### src/rtl/mem_stage.sv
// Memory-access stage: issues loads/stores over a req/gnt/rvalid data port,
// formats store lanes, extracts load data and registers the MEM_WB result.
//
// state  | meaning
// -------+---------------------------------------------------------------
// IDLE   | no load outstanding; may issue a request for the current op
// WAIT_R | load granted, waiting for rvalid; upstream held by stall
module mem_stage (
   input  logic        clk_i_MEM,
   input  logic        rst_i_MEM,
   input  logic        valid_i_MEM,
   input  logic [3:0]  memOp_i_MEM,
   input  logic [31:0] Wt_Data_i_MEM,
   input  logic [4:0]  Wt_Addr_i_MEM,
   input  logic        Wt_Enable_i_MEM,
   input  logic [31:0] Rd_Data2_i_MEM,
   output logic        dmem_req_o_MEM,
   output logic        dmem_we_o_MEM,
   output logic [31:0] dmem_addr_o_MEM,
   output logic [3:0]  dmem_be_o_MEM,
   output logic [31:0] dmem_wdata_o_MEM,
   input  logic        dmem_gnt_i_MEM,
   input  logic        dmem_rvalid_i_MEM,
   input  logic [31:0] dmem_rdata_i_MEM,
   output logic [31:0] Wt_Data_o_MEM,
   output logic [4:0]  Wt_Addr_o_MEM,
   output logic        Wt_Enable_o_MEM,
   output logic        valid_o_MEM,
   output logic        misalign_o_MEM,
   output logic        stall_o_MEM
);

   localparam logic [3:0] OP_LB  = 4'd1;
   localparam logic [3:0] OP_LH  = 4'd2;
   localparam logic [3:0] OP_LW  = 4'd3;
   localparam logic [3:0] OP_LBU = 4'd4;
   localparam logic [3:0] OP_LHU = 4'd5;
   localparam logic [3:0] OP_SB  = 4'd6;
   localparam logic [3:0] OP_SH  = 4'd7;
   localparam logic [3:0] OP_SW  = 4'd8;

   typedef enum logic {
      S_IDLE   = 1'b0,
      S_WAIT_R = 1'b1
   } state_t;

   state_t state, state_nxt;

   logic        is_load;
   logic        is_store;
   logic        size_b;
   logic        size_h;
   logic        size_w;
   logic        mem_active;
   logic        misaligned;
   logic        aligned_mem;
   logic [1:0]  lane;
   logic [7:0]  ld_byte;
   logic [15:0] ld_half;
   logic [31:0] load_data;
   logic [3:0]  be_c;
   logic [31:0] wdata_c;
   logic [31:0] wb_data_nxt;
   logic        wb_we_nxt;

   assign lane = Wt_Data_i_MEM[1:0];

   always_comb begin
      is_load  = 1'b0;
      is_store = 1'b0;
      size_b   = 1'b0;
      size_h   = 1'b0;
      size_w   = 1'b0;
      case (memOp_i_MEM)
         OP_LB, OP_LBU: begin is_load  = 1'b1; size_b = 1'b1; end
         OP_LH, OP_LHU: begin is_load  = 1'b1; size_h = 1'b1; end
         OP_LW:         begin is_load  = 1'b1; size_w = 1'b1; end
         OP_SB:         begin is_store = 1'b1; size_b = 1'b1; end
         OP_SH:         begin is_store = 1'b1; size_h = 1'b1; end
         OP_SW:         begin is_store = 1'b1; size_w = 1'b1; end
         default:       ;
      endcase
   end

   assign mem_active  = valid_i_MEM && (is_load || is_store);
   assign misaligned  = mem_active && ((size_h && lane[0]) || (size_w && (lane != 2'b00)));
   assign aligned_mem = mem_active && !misaligned;

   always_comb begin
      be_c    = 4'b0000;
      wdata_c = 32'h0;
      if (size_b) begin
         be_c    = 4'b0001 << lane;
         wdata_c = {4{Rd_Data2_i_MEM[7:0]}};
      end else if (size_h) begin
         be_c    = lane[1] ? 4'b1100 : 4'b0011;
         wdata_c = {2{Rd_Data2_i_MEM[15:0]}};
      end else if (size_w) begin
         be_c    = 4'b1111;
         wdata_c = Rd_Data2_i_MEM;
      end
   end

   always_comb begin
      case (lane)
         2'd0:    ld_byte = dmem_rdata_i_MEM[7:0];
         2'd1:    ld_byte = dmem_rdata_i_MEM[15:8];
         2'd2:    ld_byte = dmem_rdata_i_MEM[23:16];
         default: ld_byte = dmem_rdata_i_MEM[31:24];
      endcase
      ld_half = lane[1] ? dmem_rdata_i_MEM[31:16] : dmem_rdata_i_MEM[15:0];
   end

   always_comb begin
      case (memOp_i_MEM)
         OP_LB:   load_data = {{24{ld_byte[7]}}, ld_byte};
         OP_LBU:  load_data = {24'h0, ld_byte};
         OP_LH:   load_data = {{16{ld_half[15]}}, ld_half};
         OP_LHU:  load_data = {16'h0, ld_half};
         default: load_data = dmem_rdata_i_MEM;
      endcase
   end

   // Request and stall are masked during reset so a held EXE_MEM op cannot leak out.
   always_comb begin
      state_nxt      = state;
      dmem_req_o_MEM = 1'b0;
      stall_o_MEM    = 1'b0;
      if (!rst_i_MEM) begin
         case (state)
            S_IDLE: begin
               dmem_req_o_MEM = aligned_mem;
               stall_o_MEM    = aligned_mem && !(is_store && dmem_gnt_i_MEM);
               if (aligned_mem && is_load && dmem_gnt_i_MEM)
                  state_nxt = S_WAIT_R;
            end
            S_WAIT_R: begin
               stall_o_MEM = !dmem_rvalid_i_MEM;
               if (dmem_rvalid_i_MEM)
                  state_nxt = S_IDLE;
            end
            default: state_nxt = S_IDLE;
         endcase
      end
   end

   assign dmem_we_o_MEM    = dmem_req_o_MEM && is_store;
   assign dmem_addr_o_MEM  = {Wt_Data_i_MEM[31:2], 2'b00};
   assign dmem_be_o_MEM    = be_c;
   assign dmem_wdata_o_MEM = wdata_c;

   assign wb_data_nxt = (aligned_mem && is_load) ? load_data : Wt_Data_i_MEM;
   assign wb_we_nxt   = valid_i_MEM && Wt_Enable_i_MEM && !(mem_active && (is_store || misaligned));

   always_ff @(posedge clk_i_MEM) begin
      if (rst_i_MEM)
         state <= S_IDLE;
      else
         state <= state_nxt;
   end

   // A stalled cycle sends a bubble to WB; data/address keep their last values.
   always_ff @(posedge clk_i_MEM) begin
      if (rst_i_MEM) begin
         Wt_Data_o_MEM   <= 32'h0;
         Wt_Addr_o_MEM   <= 5'd0;
         Wt_Enable_o_MEM <= 1'b0;
         valid_o_MEM     <= 1'b0;
         misalign_o_MEM  <= 1'b0;
      end else if (stall_o_MEM) begin
         Wt_Enable_o_MEM <= 1'b0;
         valid_o_MEM     <= 1'b0;
         misalign_o_MEM  <= 1'b0;
      end else begin
         Wt_Data_o_MEM   <= wb_data_nxt;
         Wt_Addr_o_MEM   <= Wt_Addr_i_MEM;
         Wt_Enable_o_MEM <= wb_we_nxt;
         valid_o_MEM     <= valid_i_MEM;
         misalign_o_MEM  <= misaligned;
      end
   end

endmodule

### config.mk
export PLATFORM = sky130hd
export DESIGN_NAME = mem_stage
export DESIGN_NICKNAME = d
export VERILOG_FILES = /design/src/rtl/mem_stage.sv
export SDC_FILE = /design/constraint.sdc
export NUM_CORES = 1
export LEC_CHECK = 0
export BUFFER_PORTS_ARGS = -buffer_cell sky130_fd_sc_hd__clkbuf_2
export CORE_AREA = 5 5 72 122
export DETAILED_ROUTE_END_ITERATION = 6
export DIE_AREA = 0 0 77 127
export HOLD_SLACK_MARGIN = 0.03
export PLACE_DENSITY_LB_ADDON = 0.12
export SYNTH_ARGS = -nofsm -noshare
export SYNTH_HDL_FRONTEND = slang
export SYNTH_SLANG_ARGS = --single-unit
### constraint.sdc
create_clock -name clk_i_MEM -period 3 [get_ports clk_i_MEM]
set_input_delay 0.3 -clock clk_i_MEM [delete_from_list [all_inputs] [get_ports clk_i_MEM]]
set_output_delay 0.3 -clock clk_i_MEM [all_outputs]
set_load 0.05 [all_outputs]
==> reports/qor.yml, run 1 <==
critical_path:
  slowest_stage: "o41ai_2"
  cp_cell_sequence: "clkbuf_2 -> nand2b_1 -> o41ai_2 -> or2_1 -> o21a_1 -> nor2_1 -> clkbuf_2"
  cp_slowest_stage_delay_ns: 0.44
  crit_path_start: "memOp_i_MEM[2]"
  path_buf_inv: 2
  worstSetupEndpointType: "primary output"
  critPathArrivalTime_ns: 2.18
  start_kind: "input pin"
  cp_common_cell: "clkbuf_2"
  path_class: "input pin to primary output"
  critical_path.top_delay_family: "compound AO/OA/AOI/OAI gates"
  r2r-start: "state"
  cp_max_fo: 19
  required_ns: 2.70
floorplanning:
  die_y_um: 127
  core_area_um2: 7620
  initial_core_util: 0.4381
  die-area_um2: 9779
  die_width_um: 77
  io_pins: 222
  rows: 42
clock_tree:
  cts_max_level: 2
  cts_buffers: 5
  cts_tree: "yes"
  cts_root_buffer: "clkbuf_16"
  clk_path_buf_depth: 2
  postCtsHoldBufs: 0
  post_cts_buffers: 0
  clock_sinks: 41
  insertion_delay_ns: 0.28
  cts_resized: 0
  clk_pin_slew_ns: 0.06
synthesis:
  synthesis.area_um2: 3338
  synthCells: 419
  synth_adder_area_share: 0
  ys.flop_type: "dfxtp_1"
  yosysSeqAreaShare: 0.2459
  synthMuxAreaShare: 0.05960
  synth-edff-count: 0
  synthXorXnorAreaFrac: 0.007496
  yosys.area_share.simple: 0.1900
  ys_warn_count: 0
  synth_area_per_cell_um2: 7.967
  ys_types: 59
  synth-compound-area-share: 0.3298
  synth_top_family_by_area: "compound AO/OA/AOI/OAI gates"
  async_reset_ff_frac: 0
  ys_ff_latch: 41
global_routing:
  grt_overflow_total: 0
  grt_usage: 0.2344
  grt_first_pass_wirelength_um: 19010
  gr-max-usage-layer: "met2"
  met1_usage: 0.2424
  antenna_found_initial: 0
  use_met2: 0.4407
  grt_max_degree: 51
  grt_pass1_vias: 3891
  grt_use_met3: 0.05845
placement:
  placed_cells: 670
  portBuffers: 219
  place_hpwl_um: 9823
  gp_congestion: 0.8669
  post-place-ws_ns: 0.4659
route:
  remaining_drc_errors: 0
  postRouteWirelength_um: 12110
  ant_nets: 0
  drt_first_pass_iters: 5
  route.vias.total: 3885
  first_iter_violations: 178
  vias_per_cell: 5.730
  routedWlPerCell_um: 17.86
cells_and_area:
  nets: 700
  n_fill_cell: 729
  areaGrowthSynthToFinish_pct: 32.01
  regArea_um2: 820.8
  multi_input_area_um2: 1984
  insertedDiodeCount: 0
  final_layout_size_suffix_gt1_frac: 0.4356
  final_cells: 678
sta:
  worst_pin_slew_ns: 0.7055
  clock_skew_ns: 0.002094
  max_freq_mhz: 403.5
  period_needed_ns: 2.479
  relSlewSlack: 0.5263
  fin_ws_ns: 0.5214
  rsz0062_at_grt: "no"
  finalHoldViolCount: 0
  report.final.slew_viol_count: 0
  hold_ws_ns: 0.2385
  post-route-period-util: 0.8262
  setup_viol: 0
  setup_tns_ns: 0
pwr:
  p_leak_uw: 0.002241
  vdd_drop_max_mv: 0.4915
  power_density_nw_per_um2: 496.6
job:
  drv_cap: 0
min_path:
  worstHoldStart: "Wt_Addr_i_MEM[4]"
  hold_path_class: "input pin to flop"
status:
  status: "finished clean"
==> synthesized netlist by cell type, drive strengths merged (2+ instances only) <==
cell type | n | share of area
a211oi | 10 | 0.026
a21o | 6 | 0.013
a21oi | 38 | 0.057
a222oi | 8 | 0.024
a22o | 16 | 0.042
a31oi | 3 | 0.0056
a32o | 4 | 0.012
a32oi | 7 | 0.018
and2 | 9 | 0.017
buf | 56 | 0.12
clkbuf | 14 | 0.016
dfxtp | 41 | 0.25
inv | 30 | 0.034
mux2i | 3 | 0.0090
mux4 | 7 | 0.047
nand2 | 24 | 0.027
nand2b | 2 | 0.0037
nand3 | 13 | 0.019
nand3b | 18 | 0.040
nor2 | 32 | 0.041
nor3 | 10 | 0.016
nor4 | 2 | 0.0056
o211ai | 3 | 0.0067
o21a | 2 | 0.0045
o21ai | 4 | 0.0060
o21bai | 3 | 0.0067
o22a | 8 | 0.021
o22ai | 8 | 0.015
o41ai | 17 | 0.047
or2 | 2 | 0.0038
==> through the flow <==
step | area [µm²] | util | total power [µW]
final | 4407 | 0.5783 | 2188
after global routing | 4407 | 0.5783 | 2285
after CTS | 4407 | 0.5783 | 2204
after detailed placement | 4234 | 0.5557 | 1575
after global placement | 4234 | 0.5557 | 1567
after floorplan | 3342 | - | 1339
==> sequential cells by signal, indices dropped and copies added, names as in the netlist <==
name / count
misalign_o_MEM: 1
Wt_Enable_o_MEM: 1
valid_o_MEM: 1
state: 1
Wt_Addr_o_MEM: 5
Wt_Data_o_MEM: 32
==> layout make-up <==
cell class,instances,area share
well taps,88,0.02499
repair buffers,232,0.2737
flip-flops and latches,41,0.1863
multi-input cells,279,0.4503
clock buffers,7,0.03237
inverters,30,0.02555
clock inverters,1,0.006814
==> worst paths after layout <==
kind                                          end  slack, ns  cells past startpoint
worst min register to register   Wt_Data_o_MEM[0]       0.46                      2
worst min-delay path             Wt_Addr_o_MEM[4]       0.24                      3
worst max-delay path                  stall_o_MEM       0.52                      7
worst max register to register  Wt_Data_o_MEM[15]       1.34                      6
==> where the power goes <==
part	switching (µW)	internal [µW]
Combinational	679	262
Sequential	26.1	593
Clock	212	416
Total	917	1270
==> cell usage in the layout (no fill, tap or decap), types with 2 or more instances in the layout <==
master / netlist / final
o211ai_1: 3 / 3
clkbuf_16: 0 / 5
nand3b_1: 18 / 18
o21a_1: 2 / 2
conb_1: 1 / 2
nand3_1: 13 / 13
a32oi_1: 7 / 7
and2_1: 9 / 9
a22o_1: 16 / 16
o21ai_1: 3 / 2
inv_1: 30 / 30
a21o_1: 6 / 6
a222oi_1: 8 / 8
o41ai_1: 16 / 16
clkbuf_2: 0 / 219
a211oi_1: 9 / 9
nor2_1: 31 / 31
o21bai_1: 3 / 3
a32o_1: 4 / 4
a31oi_1: 3 / 3
mux2i_1: 3 / 3
dfxtp_1: 41 / 41
a21oi_1: 38 / 38
buf_4: 39 / 12
o22a_1: 8 / 8
nor3_1: 9 / 9
nand2_1: 24 / 24
mux4_2: 7 / 7
nand2b_1: 2 / 2
o22ai_1: 8 / 8
==> worst min-delay path: stages <==
cell,delay (ns)
clkbuf_2,0.08
nand2_1,0.04
a21oi_1,0.05
==> routing by layer <==
layer	up-vias	wire, µm
met3	24	1053
met5	-	0
li1	1872	-
met4	0	399
met1	1801	4224
met2	188	6435
==> kinds of logic after synthesis <==
logic type,after synthesis
mux,11
flops,41
xor+xnor,2
buf+inv,100
other cells,1
compound gates,145
simple gates,119
(Power assumes the default switching activity.)
==> inputs of run 2 (changes only) <==
- CORE_AREA: 5 5 72 122 -> 5 5 76 131
- DIE_AREA: 0 0 77 127 -> 0 0 81 136
- clock period: 3 -> 2.1 ns (I/O delays scaled with it)
==> run 2 against run 1 <==
Net effect: cell count up 8.0%; non-clock buffer count up 22; hold slack worse by 0.10 ns; die area up 13%; via count up 3.0%; sequential cell count unchanged; final area up 8.9%; total power up 49%; sequential share of layout area down 1.5 points; clock power up 46%; critical path depth up 2; sequential power up 43%; critical path type unchanged; largest cell class unchanged.
==> reports/qor.yml, run 2 (synthesis results as in run 1) <==
status:
  status: "finished clean"
clock_tree:
  clock_sinks: 41  # unchanged
  clk_pin_slew_ns: 0.06  # about the same
  cts_tree: "yes"
  cts_root_buffer: "clkbuf_16"
  clk_path_buf_depth: 2  # unchanged
  cts_max_level: 2  # unchanged
  insertion_delay_ns: 0.29  # about the same
  cts_buffers: 5  # unchanged
  post_cts_buffers: 0  # unchanged
route:
  vias_per_cell: 5.467  # -4.6%
  remaining_drc_errors: 0  # unchanged
  first_iter_violations: 150  # -16%
  routedWlPerCell_um: 17.79  # -0.40%
  postRouteWirelength_um: 13030  # +7.5%
  drt_first_pass_iters: 4  # -1
  route.vias.total: 4002  # +3.0%
  ant_nets: 0  # unchanged
placement:
  place_hpwl_um: 10810  # +10%
  gp_congestion: 0.8533  # -1.6%
  portBuffers: 219  # unchanged
  post-place-ws_ns: 0.02093  # -0.4450 ns
floorplanning:
  initial_core_util: 0.3766  # -0.06147
  die_y_um: 136  # +7.1%
  core_area_um2: 8864  # +16%
  die_width_um: 81  # +5.2%
  die-area_um2: 11020  # +13%
  io_pins: 222  # unchanged
  rows: 46  # +9.5%
sta:
  finalHoldViolCount: 0  # unchanged
  worst_pin_slew_ns: 0.6472  # -0.05835 ns
  setup_tns_ns: 0  # unchanged
  setup_viol: 0  # unchanged
  relSlewSlack: 0.5672  # +0.04094
  post-route-period-util: 0.9455
  clock_skew_ns: 0.004403  # +0.002309 ns
  period_needed_ns: 1.986
  fin_ws_ns: 0.1145  # -0.4069 ns
  max_freq_mhz: 503.6
  rsz0062_at_grt: "no"
  report.final.slew_viol_count: 0  # unchanged
pwr:
  vdd_drop_max_mv: 0.4455  # -9.4%
  seqPwrFrac: 0.272  # -0.011
  p_int_uw: 1895  # +49%
  power_density_nw_per_um2: 677.4  # +36%
  p_clk_frac: 0.281  # -0.006
  combPwrFrac: 0.446  # +0.016
  p_leak_uw: 0.002399  # +7.0%
  p_sw_uw: 1355  # +48%
  p_sw_frac: 0.4170  # -0.002214
cells_and_area:
  regMostFlops: "Wt_Data_o_MEM"
  nets: 722  # +3.1%
  regArea_um2: 820.8  # unchanged
  layout_commonest_cell: "clkbuf_2"
  final_cell_mix: "clkbuf_2 (207), dfxtp_1 (41), a21oi_1 (38), buf_4 (32)"
  n_fill_cell: 905  # +24%
  reg_top3: "Wt_Data_o_MEM (32), Wt_Addr_o_MEM (5)"
  largest_register_ffs: 32  # unchanged
  multi_input_area_um2: 1992  # +0.38%
  insertedDiodeCount: 0  # unchanged
  final_layout_size_suffix_gt1_frac: 0.4608  # +0.02519
  areaGrowthSynthToFinish_pct: 43.74
global_routing:
  grt_first_pass_wirelength_um: 20260  # +6.6%
  antenna_found_initial: 0  # unchanged
  grt_pass1_vias: 4123  # +6.0%
  grt_usage: 0.2355  # +0.001095
  grt_overflow_total: 0  # unchanged
  grt_max_degree: 49  # -3.9%
job:
  drv_cap: 0  # unchanged
critical_path:
  path_class: "input pin to primary output"
  required_ns: 1.89  # -0.81 ns
  critPathArrivalTime_ns: 1.78  # -0.40 ns
  start_kind: "input pin"
  worstSetupEndpointType: "primary output"
  cp_max_fo: 20  # +1
min_path:
  hold_path_class: "input pin to flop"
-- run 2: changes by cell type in the layout (fill, tap and decap cells not counted) --
cell	previous run	this run
nor2_1	31	30
nor3_2	0	1
buf_12	1	13
buf_4	12	32
clkbuf_2	219	207
nor3_1	9	8
buf_2	0	2
nor2_2	0	1
clkinvlp_4	0	1
clkbuf_1	1	0
-- run 2: through the flow --
step                cells  utilization  hold WS [ns]  cell area, µm²  total power (µW)
floorplan             420            -        0.3460            3349              1914
global placement      724       0.5215        0.4342            4622              2340
detailed placement    724       0.5215        0.4426            4622              2356
CTS                   732       0.5414        0.1348            4798              3272
global route          732       0.5414        0.1386            4798              3383
finish                732       0.5414        0.1386            4798              3250
-- run 2: path summary, 6_finish.rpt --
check / startpoint / endpoint / slack [ns] / cells after the start
max: memOp_i_MEM[3] / dmem_wdata_o_MEM[29] / 0.11 / 9
min: Wt_Addr_i_MEM[1] / Wt_Addr_o_MEM[1] / 0.14 / 3
max reg2reg: state / Wt_Data_o_MEM[6] / 0.48 / 6
min reg2reg: Wt_Addr_o_MEM[1] / Wt_Addr_o_MEM[1] / 0.46 / 2
-- run 2: per-layer routing --
layer	GRT usage	wire length, µm
met1	0.2403	4392
met2	0.4378	6955
met3	0.04973	1106
met4	0.1165	570
met5	0	0
-- run 2: critical path: stages --
cell and delay [ns]:
clkbuf_2 0.17, buf_4 0.21, inv_1 0.11, nand3_1 0.08, a21oi_1 0.08, buf_4 0.21, a222oi_1 0.36, inv_1 0.09
clkbuf_2 0.24
-- run 2: what timing repair did --
action,4_1_cts,5_1_grt
gates resized for setup,0,2
hold buffers,0,0
endpoints found under the setup margin,0,2
-- run 2: power groups by stage --
stage / clock (µW) / combinational, µW / sequential, µW
2_1_floorplan: 0 / 780 / 1130
3_3_place_gp: 0 / 1440 / 902
3_5_place_dp: 0 / 1450 / 902
4_1_cts: 928 / 1460 / 886
5_1_grt: 956 / 1530 / 893
6_report: 915 / 1450 / 885
-- run 2: area by class of cell --
type | instances | share of cell area
repair buffers | 254 | 0.3223
flip-flops and latches | 41 | 0.1711
inverters | 30 | 0.02347
well taps | 120 | 0.03129
clock inverters | 2 | 0.007823
clock buffers | 6 | 0.02894
multi-input cells | 279 | 0.4151
